### src/rtl/traffic_sensor_conditioner_pkg.sv
// Shared constants for the traffic light slice: default timing and light encodings.
package traffic_pkg;

    localparam int DB_LEN_DEFAULT   = 1_000_000;
    localparam int TICK_DIV_DEFAULT = 25_000_000;

    // Light encodings consumed by the downstream traffic light controller
    localparam logic [1:0] GREEN  = 2'b00;
    localparam logic [1:0] YELLOW = 2'b01;
    localparam logic [1:0] RED    = 2'b10;

endpackage

### src/rtl/traffic_sensor_conditioner_if.sv
// Raw sensor inputs and conditioned outputs between the sensor front end and the controller.
interface traffic_sensor_conditioner_if;

    logic raw_sa;
    logic raw_sb;
    logic sa;
    logic sb;
    logic tick;

    modport master (output raw_sa, raw_sb, input sa, sb, tick);
    modport slave  (input raw_sa, raw_sb, output sa, sb, tick);

endinterface

### src/rtl/traffic_sensor_conditioner_sensor_debounce.sv
// One sensor channel: 2-flop synchroniser, debounce counter and registered stable value.
module sensor_debounce
    import traffic_pkg::*;
#(
    parameter int DB_LEN = DB_LEN_DEFAULT
) (
    input  logic clk,
    input  logic reset,
    input  logic raw_i,
    output logic stable_o
);

    localparam int              CNT_W   = $clog2(DB_LEN + 1);
    localparam logic [CNT_W-1:0] CNT_LAST = CNT_W'(DB_LEN - 1);

    logic [1:0]       sync_q;
    logic [CNT_W-1:0] cnt_q, cnt_d;
    logic             stable_q, stable_d;
    logic             sample;

    assign sample = sync_q[1];

    // The counter only advances while the sample disagrees with the stable value,
    // so any bounce back restarts the count from zero.
    always_comb begin
        cnt_d    = '0;
        stable_d = stable_q;
        if (sample != stable_q) begin
            if (cnt_q == CNT_LAST) begin
                stable_d = sample;
            end else begin
                cnt_d = cnt_q + CNT_W'(1);
            end
        end
    end

    always_ff @(posedge clk or posedge reset) begin
        if (reset) begin
            sync_q   <= '0;
            cnt_q    <= '0;
            stable_q <= 1'b0;
        end else begin
            sync_q   <= {sync_q[0], raw_i};
            cnt_q    <= cnt_d;
            stable_q <= stable_d;
        end
    end

    assign stable_o = stable_q;

endmodule

### src/rtl/traffic_sensor_conditioner.sv
// Debounces both street sensors and paces the controller with a tick enable.
// Define TRAFFIC_TICK_GEN_EN to build the divided tick; otherwise tick is high whenever out of reset.
module traffic_sensor_conditioner
    import traffic_pkg::*;
#(
    parameter int DB_LEN   = DB_LEN_DEFAULT,
    parameter int TICK_DIV = TICK_DIV_DEFAULT
) (
    input  logic                         clk,
    input  logic                         reset,
    traffic_sensor_conditioner_if.slave  bus
);

    if (DB_LEN < 1 || TICK_DIV < 2) begin : g_bad_param
        $error("traffic_sensor_conditioner: DB_LEN must be >= 1 and TICK_DIV >= 2");
    end

    sensor_debounce #(.DB_LEN(DB_LEN)) u_deb_a (
        .clk      (clk),
        .reset    (reset),
        .raw_i    (bus.raw_sa),
        .stable_o (bus.sa)
    );

    sensor_debounce #(.DB_LEN(DB_LEN)) u_deb_b (
        .clk      (clk),
        .reset    (reset),
        .raw_i    (bus.raw_sb),
        .stable_o (bus.sb)
    );

`ifdef TRAFFIC_TICK_GEN_EN
    localparam int               TICK_W    = $clog2(TICK_DIV);
    localparam logic [TICK_W-1:0] TICK_LAST = TICK_W'(TICK_DIV - 1);

    logic [TICK_W-1:0] tick_cnt_q, tick_cnt_d;
    logic              tick_q, tick_d;

    // Free-running divider; tick is registered on the wrap so it lands in the
    // TICK_DIV-th cycle after reset and repeats every TICK_DIV cycles.
    always_comb begin
        tick_cnt_d = tick_cnt_q + TICK_W'(1);
        tick_d     = 1'b0;
        if (tick_cnt_q == TICK_LAST) begin
            tick_cnt_d = '0;
            tick_d     = 1'b1;
        end
    end

    always_ff @(posedge clk or posedge reset) begin
        if (reset) begin
            tick_cnt_q <= '0;
            tick_q     <= 1'b0;
        end else begin
            tick_cnt_q <= tick_cnt_d;
            tick_q     <= tick_d;
        end
    end

    assign bus.tick = tick_q;
`else
    assign bus.tick = ~reset;
`endif

endmodule

### src/flat_wrapper.sv
// flat-port wrapper written by rule: the top's interface ports become plain ports
module traffic_sensor_conditioner_flat import traffic_pkg::*;
#(
    parameter int DB_LEN   = DB_LEN_DEFAULT,
    parameter int TICK_DIV = TICK_DIV_DEFAULT
)
  (clk, reset, bus_raw_sa, bus_raw_sb, bus_sa, bus_sb, bus_tick);
  traffic_sensor_conditioner_if bus_i ();
  input  logic clk;
  input  logic reset;
  input wire logic [$bits(bus_i.raw_sa)-1:0] bus_raw_sa;
  input wire logic [$bits(bus_i.raw_sb)-1:0] bus_raw_sb;
  output wire logic [$bits(bus_i.sa)-1:0] bus_sa;
  output wire logic [$bits(bus_i.sb)-1:0] bus_sb;
  output wire logic [$bits(bus_i.tick)-1:0] bus_tick;
  assign bus_i.raw_sa = bus_raw_sa;
  assign bus_i.raw_sb = bus_raw_sb;
  assign bus_sa = bus_i.sa;
  assign bus_sb = bus_i.sb;
  assign bus_tick = bus_i.tick;
  traffic_sensor_conditioner #(.DB_LEN(DB_LEN), .TICK_DIV(TICK_DIV)) u_core (.clk(clk), .reset(reset), .bus(bus_i));
endmodule
### config.mk
export PLATFORM = sky130hd
export DESIGN_NAME = traffic_sensor_conditioner_flat
export DESIGN_NICKNAME = d
export VERILOG_FILES = /design/src/rtl/traffic_sensor_conditioner_pkg.sv /design/src/rtl/traffic_sensor_conditioner_if.sv /design/src/rtl/traffic_sensor_conditioner_sensor_debounce.sv /design/src/rtl/traffic_sensor_conditioner.sv /design/src/flat_wrapper.sv
export SDC_FILE = /design/constraint.sdc
export NUM_CORES = 1
export LEC_CHECK = 0
export CAP_MARGIN = 20
export CORE_MARGIN = 2
export CORE_UTILIZATION = 35
export CTS_CLUSTER_DIAMETER = 200
export DETAILED_ROUTE_END_ITERATION = 8
export PLACE_DENSITY = 0.61
export SLEW_MARGIN = 10
export SYNTH_ARGS = -nofsm -noshare
export SYNTH_HDL_FRONTEND = slang
export SYNTH_SLANG_ARGS = --single-unit
### constraint.sdc
create_clock -name clk -period 1.7 [get_ports clk]
set_input_delay 0.34 -clock clk [delete_from_list [all_inputs] [get_ports clk]]
set_output_delay 0.34 -clock clk [all_outputs]
set_load 0.02 [all_outputs]
==> results.tsv <==
stage	metric	value	unit
run_status	status	complete, but fails checks	
run_status	violations	setup timing	
sta	final.setup.tns	-0.1282	ns
routing	via_count	1839	
critical_path	slowest_stage	or4_4	
power	power_switching	0.0004410	W
critical_path	setup.worst_path.end_class	flop	
sta	finalCritPeriodShare	102.3	%
routing	ant_nets	0	
routing	drt_iter0_markers	161	
logic_synthesis	netlist_instances	225	
routing	wl	4.744	mm
global_routing	grt_first_pass_wirelength	7.997	mm
sta	setup_slack	-0.03916	ns
logic_synthesis	ys_warn_count	0	
routing	wl_per_cell	13.67	um
routing	vias_per_cell	5.300	
logic_synthesis	ys_seq_area_share	51.66	%
critical_path	criticalPathCategory	reg -> reg	
cts	clkSinkCount	46	
cts	worstSkewPairLatency	0.30	ns
power	seqPwrFrac	59.0	%
critical_path	path_cells	nand4_1, or4_4, or4_4, a21oi_1	
cts	cts_root_buf	clkbuf_8	
die	fp.coreArea	6241	sq um
die	die_height	83.79	um
global_routing	grt_max_degree	47	
layout	area_delta_synth_final	33.24	%
layout	drive_gt1_share	30.74	%
die	die_area	7021	sq um
critical_path	cp.arrival	1.97	ns
layout	n_antenna_cell	0	
placed_design	placed_area	2605	sq um
sta	rsz0062_at_grt	true	
routing	drc	0	
global_routing	grt_pass1_vias	1701	
logic_synthesis	synth.distinct_cells	30	
critical_path	required	1.93	ns
power	power-per-cell-area	639.0	nW/um^2
critical_path	rrSetupSlack	-0.04	ns
die	io_pins	7	
placed_design	gp_congestion	0.8106	
placed_design	io_buffers	6	
global_routing	track_usage	13.89	%
sta	fmax	0.5750	GHz
sta	clock_skew	0.005522	ns
sta	fin_crit	1.739	ns
routing	firstDrtPassIters	4	
sta	setup_viol	12	
power	peakVddDrop	0.2739	mV
die	die_w	83.79	um
power	p_int	0.001456	W
cts	path_clk_slew	0.08	ns
power	clockPowerShare	33.4	%
run	maxCapViolCount	0	
critical_path	cp_common_cell	or4_4	
global_routing	antenna_found_initial	0	
sta	finalHoldViolations	0	
cts	htreeDepth	2	
logic_synthesis	avgSynthCellArea	9.904	sq um
cts	cts.path.max_buffers	2	
logic_synthesis	synth_nets	231	
sta	drv_slew	0	
sta	worst_pin_slew	0.5869	ns
critical_path	crit_fanout	6	
critical_path	cp-start-kind	flop	
logic_synthesis	syn_area	2228	sq um
placed_design	dp_cells	331	
power	p_leak	1.143	nW
layout	fin_area	2969	sq um
cts	cts_buffers	5	
layout	nNetsFinal	276	
power	p_comb_share	7.6	%
die	initial_core_util	35.71	%
die	row_count	29	
sta	slew_headroom	60.87	%
global_routing	overflow	0	
logic_synthesis	synth_seq_cells	46	
power	p_sw_share	23.24	%
layout	fin_cells	347	
critical_path	max_stage_delay	0.54	ns
placed_design	dpl.hpwl	3.014	mm
cts	cts_tree	yes	
hold_path	hold_class	reg -> reg	
==> routing by layer <==
layer / track usage, % / vias to the layer above / part of all wire (%)
met5: 0 / - / 0
met4: 4.839 / 0 / 1.6
met3: 2.374 / 6 / 3.2
met2: 22.04 / 33 / 48
met1: 19.26 / 900 / 47
li1: - / 900 / -
==> Yosys cell counts <==
library cell | count | share of area, %
a21o_1 | 1 | 0.34
nor4bb_1 | 1 | 0.45
a21oi_1 | 12 | 2.7
and4_2 | 1 | 0.45
xor2_1 | 11 | 4.3
o31ai_1 | 10 | 3.4
nor4_1 | 8 | 2.2
buf_2 | 1 | 0.22
o41ai_1 | 1 | 0.39
nand3_1 | 20 | 4.5
buf_6 | 1 | 0.51
and2_1 | 1 | 0.28
nand4_1 | 7 | 2.0
clkbuf_1 | 4 | 0.67
or4b_1 | 1 | 0.45
or3_1 | 2 | 0.56
o31ai_2 | 1 | 0.56
inv_1 | 9 | 1.5
nand2_1 | 13 | 2.2
nor2_1 | 30 | 5.1
o21ai_0 | 1 | 0.22
and3_1 | 4 | 1.1
and4_1 | 2 | 0.79
mux2_2 | 2 | 1.0
dfrtp_1 | 46 | 52
xnor2_1 | 15 | 5.9
nor3_1 | 7 | 1.6
or4_1 | 10 | 3.4
ha_1 | 2 | 1.1
nand4bb_1 | 1 | 0.51
==> layout make-up <==
cell class | count | area (sq um)
inverters | 9 | 37.54
fillers | 585 | 3272
well taps | 77 | 96.34
repair buffers | 44 | 415.4
flip-flops and latches | 46 | 1152
clock buffers | 7 | 76.32
multi-input cells | 164 | 1191
==> cell families after synthesis <==
group	share of synthesized area (%)
AO/OA/AOI/OAI	7.580
XOR/XNOR	10.22
adder cells (fa/ha/maj)	1.123
buffers and inverters	2.919
flip-flops	51.66
multiplexers	1.011
AND/OR/NAND/NOR	25.49
==> power groups by stage <==
stage                     sequential (W)  clock, W  combinational, W
after global routing             0.00112  0.000702          0.000159
final                            0.00112  0.000634          0.000144
after global placement           0.00114         0          0.000106
after CTS                        0.00112  0.000657          0.000109
after floorplan                  0.00114         0         0.0000551
after detailed placement         0.00114         0          0.000108
==> critical path: cells and delay by family, from the launching register on <==
family | cells | cell delay [ns]
AO/OA/AOI/OAI | 1 | 0.15
flip-flops | 1 | 0.35
AND/OR/NAND/NOR | 3 | 1.17
==> flip-flops by register name (all words and copies together), names as in the netlist <==
signal / count
u_core.u_deb_a.stable_o: 1
u_core.u_deb_a.cnt_q: 20
u_core.u_deb_b.cnt_q: 20
u_core.u_deb_b.sync_q: 2
u_core.u_deb_a.sync_q: 2
u_core.u_deb_b.stable_o: 1
==> final timing paths <==
check / start / to / depth (start not counted)
worst max-delay path: u_core.u_deb_a.cnt_q[9] / u_core.u_deb_a.cnt_q[17] / 4
worst min-delay path: u_core.u_deb_a.sync_q[0] / u_core.u_deb_a.sync_q[1] / 0
worst max register to register: u_core.u_deb_a.cnt_q[9] / u_core.u_deb_a.cnt_q[17] / 4
worst min register to register: u_core.u_deb_a.sync_q[0] / u_core.u_deb_a.sync_q[1] / 0
max in group asynchronous: reset / u_core.u_deb_b.cnt_q[9] / 3
min in group asynchronous: reset / u_core.u_deb_a.cnt_q[1] / 3
==> cell usage in the layout (no fill, tap or decap), types with 2 or more instances in the layout <==
| master | Yosys | layout |
|---|---|---|
| nand3_1 | 20 | 18 |
| o31ai_4 | 0 | 2 |
| nor2_2 | 0 | 8 |
| nand4_1 | 7 | 7 |
| nor3_2 | 0 | 2 |
| clkdlybuf4s50_1 | 0 | 5 |
| or4_1 | 10 | 8 |
| inv_1 | 9 | 8 |
| o31ai_1 | 10 | 9 |
| nor3_1 | 7 | 5 |
| nand2_1 | 13 | 13 |
| and3_1 | 4 | 4 |
| clkbuf_1 | 4 | 2 |
| a21oi_1 | 12 | 5 |
| nor2_1 | 30 | 14 |
| nor4_1 | 8 | 6 |
| buf_12 | 0 | 2 |
| dfrtp_1 | 46 | 45 |
| xor2_1 | 11 | 11 |
| or3_1 | 2 | 2 |
| clkbuf_16 | 0 | 2 |
| nor4_2 | 0 | 2 |
| nor2_4 | 0 | 8 |
| nand3_2 | 0 | 2 |
| xnor2_1 | 15 | 15 |
| buf_4 | 0 | 32 |
| a21oi_2 | 0 | 7 |
| and4_1 | 2 | 2 |
| or4_4 | 0 | 2 |
| clkbuf_8 | 0 | 5 |
==> per-stage QoR <==
stage               hold WS, ns  setup WS, ns  total power, W  utilization, %
global route             0.3665       -0.1520        0.001984           47.57
floorplan                0.3312       -0.1178        0.001199               -
global placement         0.3363       -0.1479        0.001247           41.74
detailed placement       0.3372       -0.1494        0.001249           41.74
finish                   0.3523      -0.03916        0.001897           47.57
CTS                      0.3551      -0.04405        0.001885           43.20
==> what timing repair did <==
| item | 4_1_cts | 5_1_grt |
|---|---|---|
| buffers inserted | 0 | 6 |
| resized for setup | 4 | 44 |
| hold buffers | 0 | 0 |
| endpoints found under the setup margin | 26 | 42 |
| cloned | 0 | 3 |
| pin swaps | 4 | 16 |
No activity file was read; power rests on OpenSTA's default activity.
